--- src/rtl/mips_exec_pkg.sv ---
// rtl/mips_exec_pkg.sv - shared op encodings for the MIPS EX/ID/MEM datapath helpers
package mips_exec_pkg;

  localparam int DATA_W = 32;

  localparam logic [3:0] ALU_ADDU = 4'd0;
  localparam logic [3:0] ALU_SUBU = 4'd1;
  localparam logic [3:0] ALU_AND  = 4'd2;
  localparam logic [3:0] ALU_OR   = 4'd3;
  localparam logic [3:0] ALU_XOR  = 4'd4;
  localparam logic [3:0] ALU_NOR  = 4'd5;
  localparam logic [3:0] ALU_SLL  = 4'd6;
  localparam logic [3:0] ALU_SRL  = 4'd7;
  localparam logic [3:0] ALU_SRA  = 4'd8;
  localparam logic [3:0] ALU_SLT  = 4'd9;
  localparam logic [3:0] ALU_SLTU = 4'd10;
  localparam logic [3:0] ALU_LUI  = 4'd11;
  localparam logic [3:0] ALU_ADD  = 4'd12;
  localparam logic [3:0] ALU_SUB  = 4'd13;

  localparam logic [2:0] CMP_EQ  = 3'd0;
  localparam logic [2:0] CMP_NE  = 3'd1;
  localparam logic [2:0] CMP_LEZ = 3'd2;
  localparam logic [2:0] CMP_GTZ = 3'd3;
  localparam logic [2:0] CMP_LTZ = 3'd4;
  localparam logic [2:0] CMP_GEZ = 3'd5;

  localparam logic [1:0] BE_WORD = 2'd0;
  localparam logic [1:0] BE_HALF = 2'd1;
  localparam logic [1:0] BE_BYTE = 2'd2;
  localparam logic [1:0] BE_NONE = 2'd3;

endpackage

--- src/rtl/mips_alu_core.sv ---
// rtl/mips_alu_core.sv - EX-stage ALU with signed overflow detect for ADD/SUB
module mips_alu_core
  import mips_exec_pkg::*;
#(
  parameter int DATA_W = 32
) (
  input  logic [DATA_W-1:0] alu_a,
  input  logic [DATA_W-1:0] alu_b,
  input  logic [3:0]        alu_op,
  output logic [DATA_W-1:0] alu_result,
  output logic              alu_overflow
);

  logic [DATA_W-1:0]        sum;
  logic [DATA_W-1:0]        diff;
  logic [4:0]               shamt;
  logic signed [DATA_W-1:0] sra_val;
  logic                     add_ovf;
  logic                     sub_ovf;

  // Shared adder/subtractor and overflow terms; the wrapped value is kept even on overflow
  always_comb begin
    sum     = alu_a + alu_b;
    diff    = alu_a - alu_b;
    shamt   = alu_a[4:0];
    sra_val = $signed(alu_b) >>> shamt;
    add_ovf = (alu_a[DATA_W-1] == alu_b[DATA_W-1]) && (sum[DATA_W-1] != alu_a[DATA_W-1]);
    // Subtraction overflows when a and ~b share a sign, i.e. a and b differ in sign
    sub_ovf = (alu_a[DATA_W-1] != alu_b[DATA_W-1]) && (diff[DATA_W-1] != alu_a[DATA_W-1]);
  end

  // Result mux; unused encodings produce zero
  always_comb begin
    alu_result   = '0;
    alu_overflow = 1'b0;
    case (alu_op)
      ALU_ADDU: alu_result = sum;
      ALU_SUBU: alu_result = diff;
      ALU_AND:  alu_result = alu_a & alu_b;
      ALU_OR:   alu_result = alu_a | alu_b;
      ALU_XOR:  alu_result = alu_a ^ alu_b;
      ALU_NOR:  alu_result = ~(alu_a | alu_b);
      ALU_SLL:  alu_result = alu_b << shamt;
      ALU_SRL:  alu_result = alu_b >> shamt;
      ALU_SRA:  alu_result = sra_val;
      ALU_SLT:  alu_result = {{(DATA_W-1){1'b0}}, ($signed(alu_a) < $signed(alu_b))};
      ALU_SLTU: alu_result = {{(DATA_W-1){1'b0}}, (alu_a < alu_b)};
      ALU_LUI:  alu_result = {alu_b[15:0], 16'h0000};
      ALU_ADD: begin
        alu_result   = sum;
        alu_overflow = add_ovf;
      end
      ALU_SUB: begin
        alu_result   = diff;
        alu_overflow = sub_ovf;
      end
      default: begin
        alu_result   = '0;
        alu_overflow = 1'b0;
      end
    endcase
  end

endmodule

--- src/rtl/mips_exec_cmp_be.sv ---
// rtl/mips_exec_cmp_be.sv - ALU, branch comparator, store byte enables and registered overflow
module mips_exec_cmp_be
  import mips_exec_pkg::*;
#(
  parameter int DATA_W = 32
) (
  input  logic              clk,
  input  logic              reset,
  input  logic [DATA_W-1:0] alu_a,
  input  logic [DATA_W-1:0] alu_b,
  input  logic [3:0]        alu_op,
  output logic [DATA_W-1:0] alu_result,
  output logic              alu_overflow,
  output logic              ovf_q,
  input  logic [DATA_W-1:0] cmp_a,
  input  logic [DATA_W-1:0] cmp_b,
  input  logic [2:0]        cmp_op,
  output logic              cmp_result,
  input  logic [1:0]        be_addr,
  input  logic [1:0]        be_op,
  output logic [3:0]        be_out
);

  logic a_neg;
  logic a_zero;

  mips_alu_core #(
    .DATA_W (DATA_W)
  ) u_alu (
    .alu_a        (alu_a),
    .alu_b        (alu_b),
    .alu_op       (alu_op),
    .alu_result   (alu_result),
    .alu_overflow (alu_overflow)
  );

  // Branch condition on forwarded rs/rt; zero-compares look at cmp_a only
  always_comb begin
    a_neg      = cmp_a[DATA_W-1];
    a_zero     = (cmp_a == '0);
    cmp_result = 1'b0;
    case (cmp_op)
      CMP_EQ:  cmp_result = (cmp_a == cmp_b);
      CMP_NE:  cmp_result = (cmp_a != cmp_b);
      CMP_LEZ: cmp_result = a_neg | a_zero;
      CMP_GTZ: cmp_result = ~a_neg & ~a_zero;
      CMP_LTZ: cmp_result = a_neg;
      CMP_GEZ: cmp_result = ~a_neg;
      default: cmp_result = 1'b0;
    endcase
  end

  // Store lane mask; halfword ignores addr[0], misalignment is handled elsewhere
  always_comb begin
    be_out = 4'b0000;
    case (be_op)
      BE_WORD: be_out = 4'b1111;
      BE_HALF: be_out = be_addr[1] ? 4'b1100 : 4'b0011;
      BE_BYTE: be_out = 4'b0001 << be_addr;
      BE_NONE: be_out = 4'b0000;
      default: be_out = 4'b0000;
    endcase
  end

  // Overflow aligned to EX/MEM; cleared asynchronously while reset is low
  always_ff @(posedge clk or negedge reset) begin
    if (!reset) begin
      ovf_q <= 1'b0;
    end else begin
      ovf_q <= alu_overflow;
    end
  end

endmodule

--- config.mk ---
export PLATFORM = sky130hd
export DESIGN_NAME = mips_exec_cmp_be
export DESIGN_NICKNAME = d
export VERILOG_FILES = /design/src/rtl/mips_exec_pkg.sv /design/src/rtl/mips_alu_core.sv /design/src/rtl/mips_exec_cmp_be.sv
export SDC_FILE = /design/constraint.sdc
export NUM_CORES = 1
export LEC_CHECK = 0
export ABC_AREA = 1
export ABC_CLOCK_PERIOD_IN_PS = 5900
export BUFFER_PORTS_ARGS = -buffer_cell sky130_fd_sc_hd__buf_4
export CAP_MARGIN = 10
export CORE_MARGIN = 4
export CORE_UTILIZATION = 65
export DETAILED_ROUTE_END_ITERATION = 6
export PLACE_DENSITY = 0.87
export SKIP_CTS_REPAIR_TIMING = 1
export SLEW_MARGIN = 20
export SYNTH_ARGS = -nofsm -noshare
export SYNTH_HDL_FRONTEND = slang
export SYNTH_SLANG_ARGS = --single-unit
export TNS_END_PERCENT = 1
--- constraint.sdc ---
create_clock -name clk -period 5.9 [get_ports clk]
set_input_delay 1.18 -clock clk [delete_from_list [all_inputs] [get_ports clk]]
set_output_delay 1.18 -clock clk [all_outputs]
set_load 0.05 [all_outputs]
==> results of run 1 <==
cells by family after synthesis:
group           share of synthesized area (%)
simple gates                             58.7
buf+inv                                  15.8
compound gates                           11.3
fa+ha+maj                                11.3
xor+xnor                                 2.69
flops                                   0.219
per-stage QoR:
stage	setup WS, ps	instance area (µm²)	total power [W]	utilization, %	hold slack (ps)
after global placement	1150	12600	0.00123	73.2	956
after floorplan	949	11400	0.000845	-	884
final	906	12600	0.00132	73.2	959
after detailed placement	1070	12600	0.00125	73.2	961
after global routing	877	12600	0.00140	73.2	962
after CTS	1060	12600	0.00125	73.2	961
cell type report:
cell class	instances	area (µm²)	share of cell area, %
Tap cell	225	282	2.23
Timing Repair Buffer	191	1430	11.4
Sequential cell	1	25.0	0.198
Multi-Input combinational cell	1947	9590	76.0
Inverter	342	1290	10.2
report_power, final:
part / internal (W) / switching [W] / total (W)
clock network: 0 / 0 / 0
logic: 0.000389 / 0.000919 / 0.00131
registers: 0.00000719 / 0.0000000930 / 0.00000728
layout by cell type, fill, tap and decap left out, types with 2 or more instances in the layout:
cell type / netlist / routed
or2_2: 5 / 5
and3_1: 2 / 2
inv_1: 328 / 327
xnor2_1: 20 / 20
o2111ai_1: 3 / 3
a21oi_1: 91 / 91
buf_4: 13 / 191
o22ai_1: 15 / 15
nor3_1: 31 / 31
inv_4: 3 / 3
nand3_1: 387 / 387
nand2_1: 896 / 896
nand4_1: 29 / 29
nor2_1: 200 / 199
nor2_4: 6 / 6
o21bai_1: 6 / 6
o21ai_0: 72 / 72
inv_2: 10 / 11
and2_1: 10 / 10
ha_1: 100 / 100
nand3b_1: 3 / 3
o21ai_1: 6 / 6
xor2_1: 15 / 15
a31oi_1: 2 / 2
o221ai_1: 8 / 8
fa_1: 2 / 2
nor2_2: 5 / 6
nand2_2: 3 / 3
o211ai_1: 21 / 21
final timing paths:
| kind | endpoint | slack (ps) |
|---|---|---|
| max in group asynchronous | ovf_q$_DFF_PN0_ | 4860 |
| min | ovf_q$_DFF_PN0_ | 960 |
| max | alu_overflow | 910 |
| min in group clk | ovf_q$_DFF_PN0_ | 1540 |
routing by layer:
metal  vias to the layer above  track usage [%]  wire length, µm
met4                         0             31.0             4570
met2                      1614             71.2            19800
li1                       7806                -                -
met1                      7295             63.2            18500
met3                       312             17.1             9410
met5                         -                0                0
==> impl_metrics.yaml, run 1 <==
outcome:
  outcome: "complete, but fails checks"
  violations: "design-rule violations"
setup_path:
  crit_cells: 16
  slowest_delay_ps: 500
  cpLargestDelayFamily: "simple AND/OR/NAND/NOR gates"
  endpoint_kind: "primary output"
  crit_chain: "buf_4 -> inv_1 -> ha_1 -> inv_1 -> nand2_1 -> nand2_1 -> inv_1 -> nand2_1 -> a21oi_1 -> nand2_1 -> nand2_1 -> nand2_1 -> nand2_1 -> nand3_1 -> o21ai_1 -> buf_4"
  cp-start-kind: "primary input"
  crit_slowest_cell: "ha_1"
  arrival_ps: 3810
  required_ps: 4720
  critPathKind: "primary input to primary output"
  crit_top_cell: "nand2_1"
  crit_start: "alu_b[14]"
  worstPathMaxFanout: 10
  path_buf_inv: 5
grt:
  antenna_found_initial: 0
  grt_pass1_vias: 14900
  grt_start_max_net_pins: 74
  grt_overflow: 0
  grt_usage_pct: 49.6
  grt_pass1_wl_mm: 79.1
die:
  core_um2: 17200
  die_width_um: 140
  dieHeight_um: 140
  fp-row-count: 48
  start_util_pct: 66.2
  die_area_um2: 19700
  ios: 180
route:
  routed_wl_mm: 52.3
  ant_nets: 0
  viasPerCell: 6.29
  drc: 1
  drtPass1Iterations: 7
  drtIter0Drc: 3230
  drt-wirelength-per-cell_um: 19.3
  vias: 17000
pwr:
  power_leakage_nw: 7.47
  ir_drop_mv: 0.103
  power_density_nw_per_um2: 104
synthesis:
  synth_cell_types: 45
  synth_top_area_cell: "nand2_1"
  ys_seq_area_share_pct: 0.219
  synthCells: 2386
  synthFlopType: "dfrtp_1"
  synth_most_common_cell: "nand2_1"
  synth_seq_cells: 1
  yosysTopAreaCellShare_pct: 29.5
  netlist_top_cells_count: "nand2_1 (896), nand3_1 (387), inv_1 (328)"
  netlist_area_um2: 11400
  synth_edf_count: 0
  yosys-top-cells-area: "nand2_1 (29%), nand3_1 (17%), ha_1 (11%)"
  synth.avg_cell_area_um2: 4.78
  async_flop_share_pct: 100
  ys_warn_count: 0
  synth_fp_nets: 2629
clock_network:
  cts.reportedPaths.clkPinSlew_ps: 0
hold_path:
  hp-class: "primary input to async pin"
place:
  place_hpwl_mm: 42.6
  routabilityCongestion: 1.17
  io_buffers: 179
  dpl.cell_count: 2706
final_layout:
  largest_register_ffs: 1
  instances_no_fill: 2706
  top_regs: "ovf_q: 1 flops"
  diodes: 0
  drive_gt1_share_pct: 9.23
  largest_register: "ovf_q"
  layout.nets: 2726
  areaGrowthSynthToFinish_pct: 10.6
  fillCellCount: 1722
sta:
  timing_hold_violations_final: 0
  min_period_ps: 4990
  slew_violations: 0
  max_slew_margin_pct: 46.8
  fmax_mhz: 200
  tightest_slew_ps: 795
  rsz0062_at_grt: "no"
  setup_violations: 0
  tns_ps: 0
  min_period_over_period_pct: 84.6
job:
  cap_viol_max_count: 0
(Power assumes the default switching activity.)
==> inputs of run 2 (changes only) <==
ABC_CLOCK_PERIOD_IN_PS = 4100   (was 5900)
CORE_UTILIZATION = 55   (was 65)
PLACE_DENSITY = 0.78   (was 0.87)
clock period = 4.1 ns   (was 5.9 ns; I/O delays follow)
==> impl_metrics.yaml, run 2 (synthesized netlist as in run 1, its figures left out) <==
setup_path:
  required_ps: 3280
  endpoint_kind: "primary output"
  arrival_ps: 3330
  cp-start-kind: "primary input"
  worstPathMaxFanout: 8
  crit_start: "alu_b[21]"
  critPathKind: "primary input to primary output"
hold_path:
  hp-class: "primary input to async pin"
final_layout:
  fillCellCount: 2126
  layout_common_cells: "nand2_1 (896), nand3_1 (387), inv_1 (327)"
  top_regs: "ovf_q: 1 flops"
  areaGrowthSynthToFinish_pct: 13.8
  stdcell_area_um2: 13000
  largest_register: "ovf_q"
  largest_register_ffs: 1
  layout.nets: 2763
  drive_gt1_share_pct: 10.8
  final_common_cell: "nand2_1"
place:
  place_area_um2: 13000
  routabilityCongestion: 1.18
  place_hpwl_mm: 47.7
  io_buffers: 179
sta:
  tns_ps: -49.6
  timing_hold_violations_final: 0
  max_slew_margin_pct: 48.7
  setup_violations: 1
  fmax_mhz: 241
  holdWs_ps: 596
  min_period_ps: 4150
  fin_ws_ps: -49.6
  rsz0062_at_grt: "no"
  min_period_over_period_pct: 101
  tightest_slew_ps: 770
  slew_violations: 0
grt:
  grt_pass1_vias: 15400
  grt_usage_pct: 46.3
  grt_overflow: 0
  grt_pass1_wl_mm: 86.0
  grt_start_max_net_pins: 74
  antenna_found_initial: 1
die:
  die_width_um: 152
  core_um2: 20300
  ios: 180
  fp-row-count: 52
  dieHeight_um: 152
  start_util_pct: 56.2
  die_area_um2: 23100
route:
  vias: 17200
  routed_wl_mm: 57.6
  drc: 0
  drt-wirelength-per-cell_um: 20.7
  viasPerCell: 6.17
  highest_layer: "met4"
  wl_met1_mm: 20.5
  dr_wl_met3_mm: 9.69
  met2_wirelength_mm: 22.2
  ant_nets: 0
  drtIter0Drc: 2803
  drtPass1Iterations: 7
clock_network:
  cts.reportedPaths.clkPinSlew_ps: 0
outcome:
  outcome: "complete, but fails checks"
  violations: "negative setup slack"
job:
  cap_viol_max_count: 0
[run 2: cell types whose count changed in the layout (fill, tap and decap cells not counted)]
cell     change
buf_4       +36
nor2_1       -4
nor2_2       +4
ha_1         -2
ha_2         +2
buf_12       +1
diode_2      +1
o21ai_1      -1
o21ai_2      +1
[run 2: metal layers]
layer	up-vias	track usage (%)
li1	7855	-
met1	7439	60.5
met2	1592	67.7
met3	322	11.8
met4	0	28.9
met5	-	0
[run 2: worst max path at each step]
stage,end,slack (ps),depth (start not counted)
finish,alu_result[29],-50,13
floorplan,alu_overflow,130,15
CTS,alu_result[24],140,14
global route,alu_result[29],0.7,13
global placement,alu_result[24],140,14
detailed placement,alu_result[24],150,14
[run 2: layout make-up]
class                           instances  area (µm²)  share of cell area, %
Sequential cell                         1        25.0                  0.193
Timing Repair Buffer                  228        1720                   13.3
Inverter                              342        1290                   9.94
Multi-Input combinational cell       1947        9600                   74.0
Antenna cell                            1        2.50                 0.0193
Tap cell                              270         338                   2.60
[run 2: critical path: stages]
cell and delay [ps]:
buf_4 130, inv_1 90, ha_1 460, nor2_1 370, nand2_1 120, nor2_1 360
and3_1 250, nand2_1 180, nand2_1 130, nand2_1 50, nand3_1 70, nand3_1 80
buf_4 210
[run 2: stage by stage]
stage	worst slack, ps	utilization (%)	std cells
detailed placement	150	63.9	2788
global placement	143	63.9	2788
finish	-49.6	64.0	2789
CTS	137	63.9	2788
global route	0.748	64.0	2788
floorplan	127	-	2386
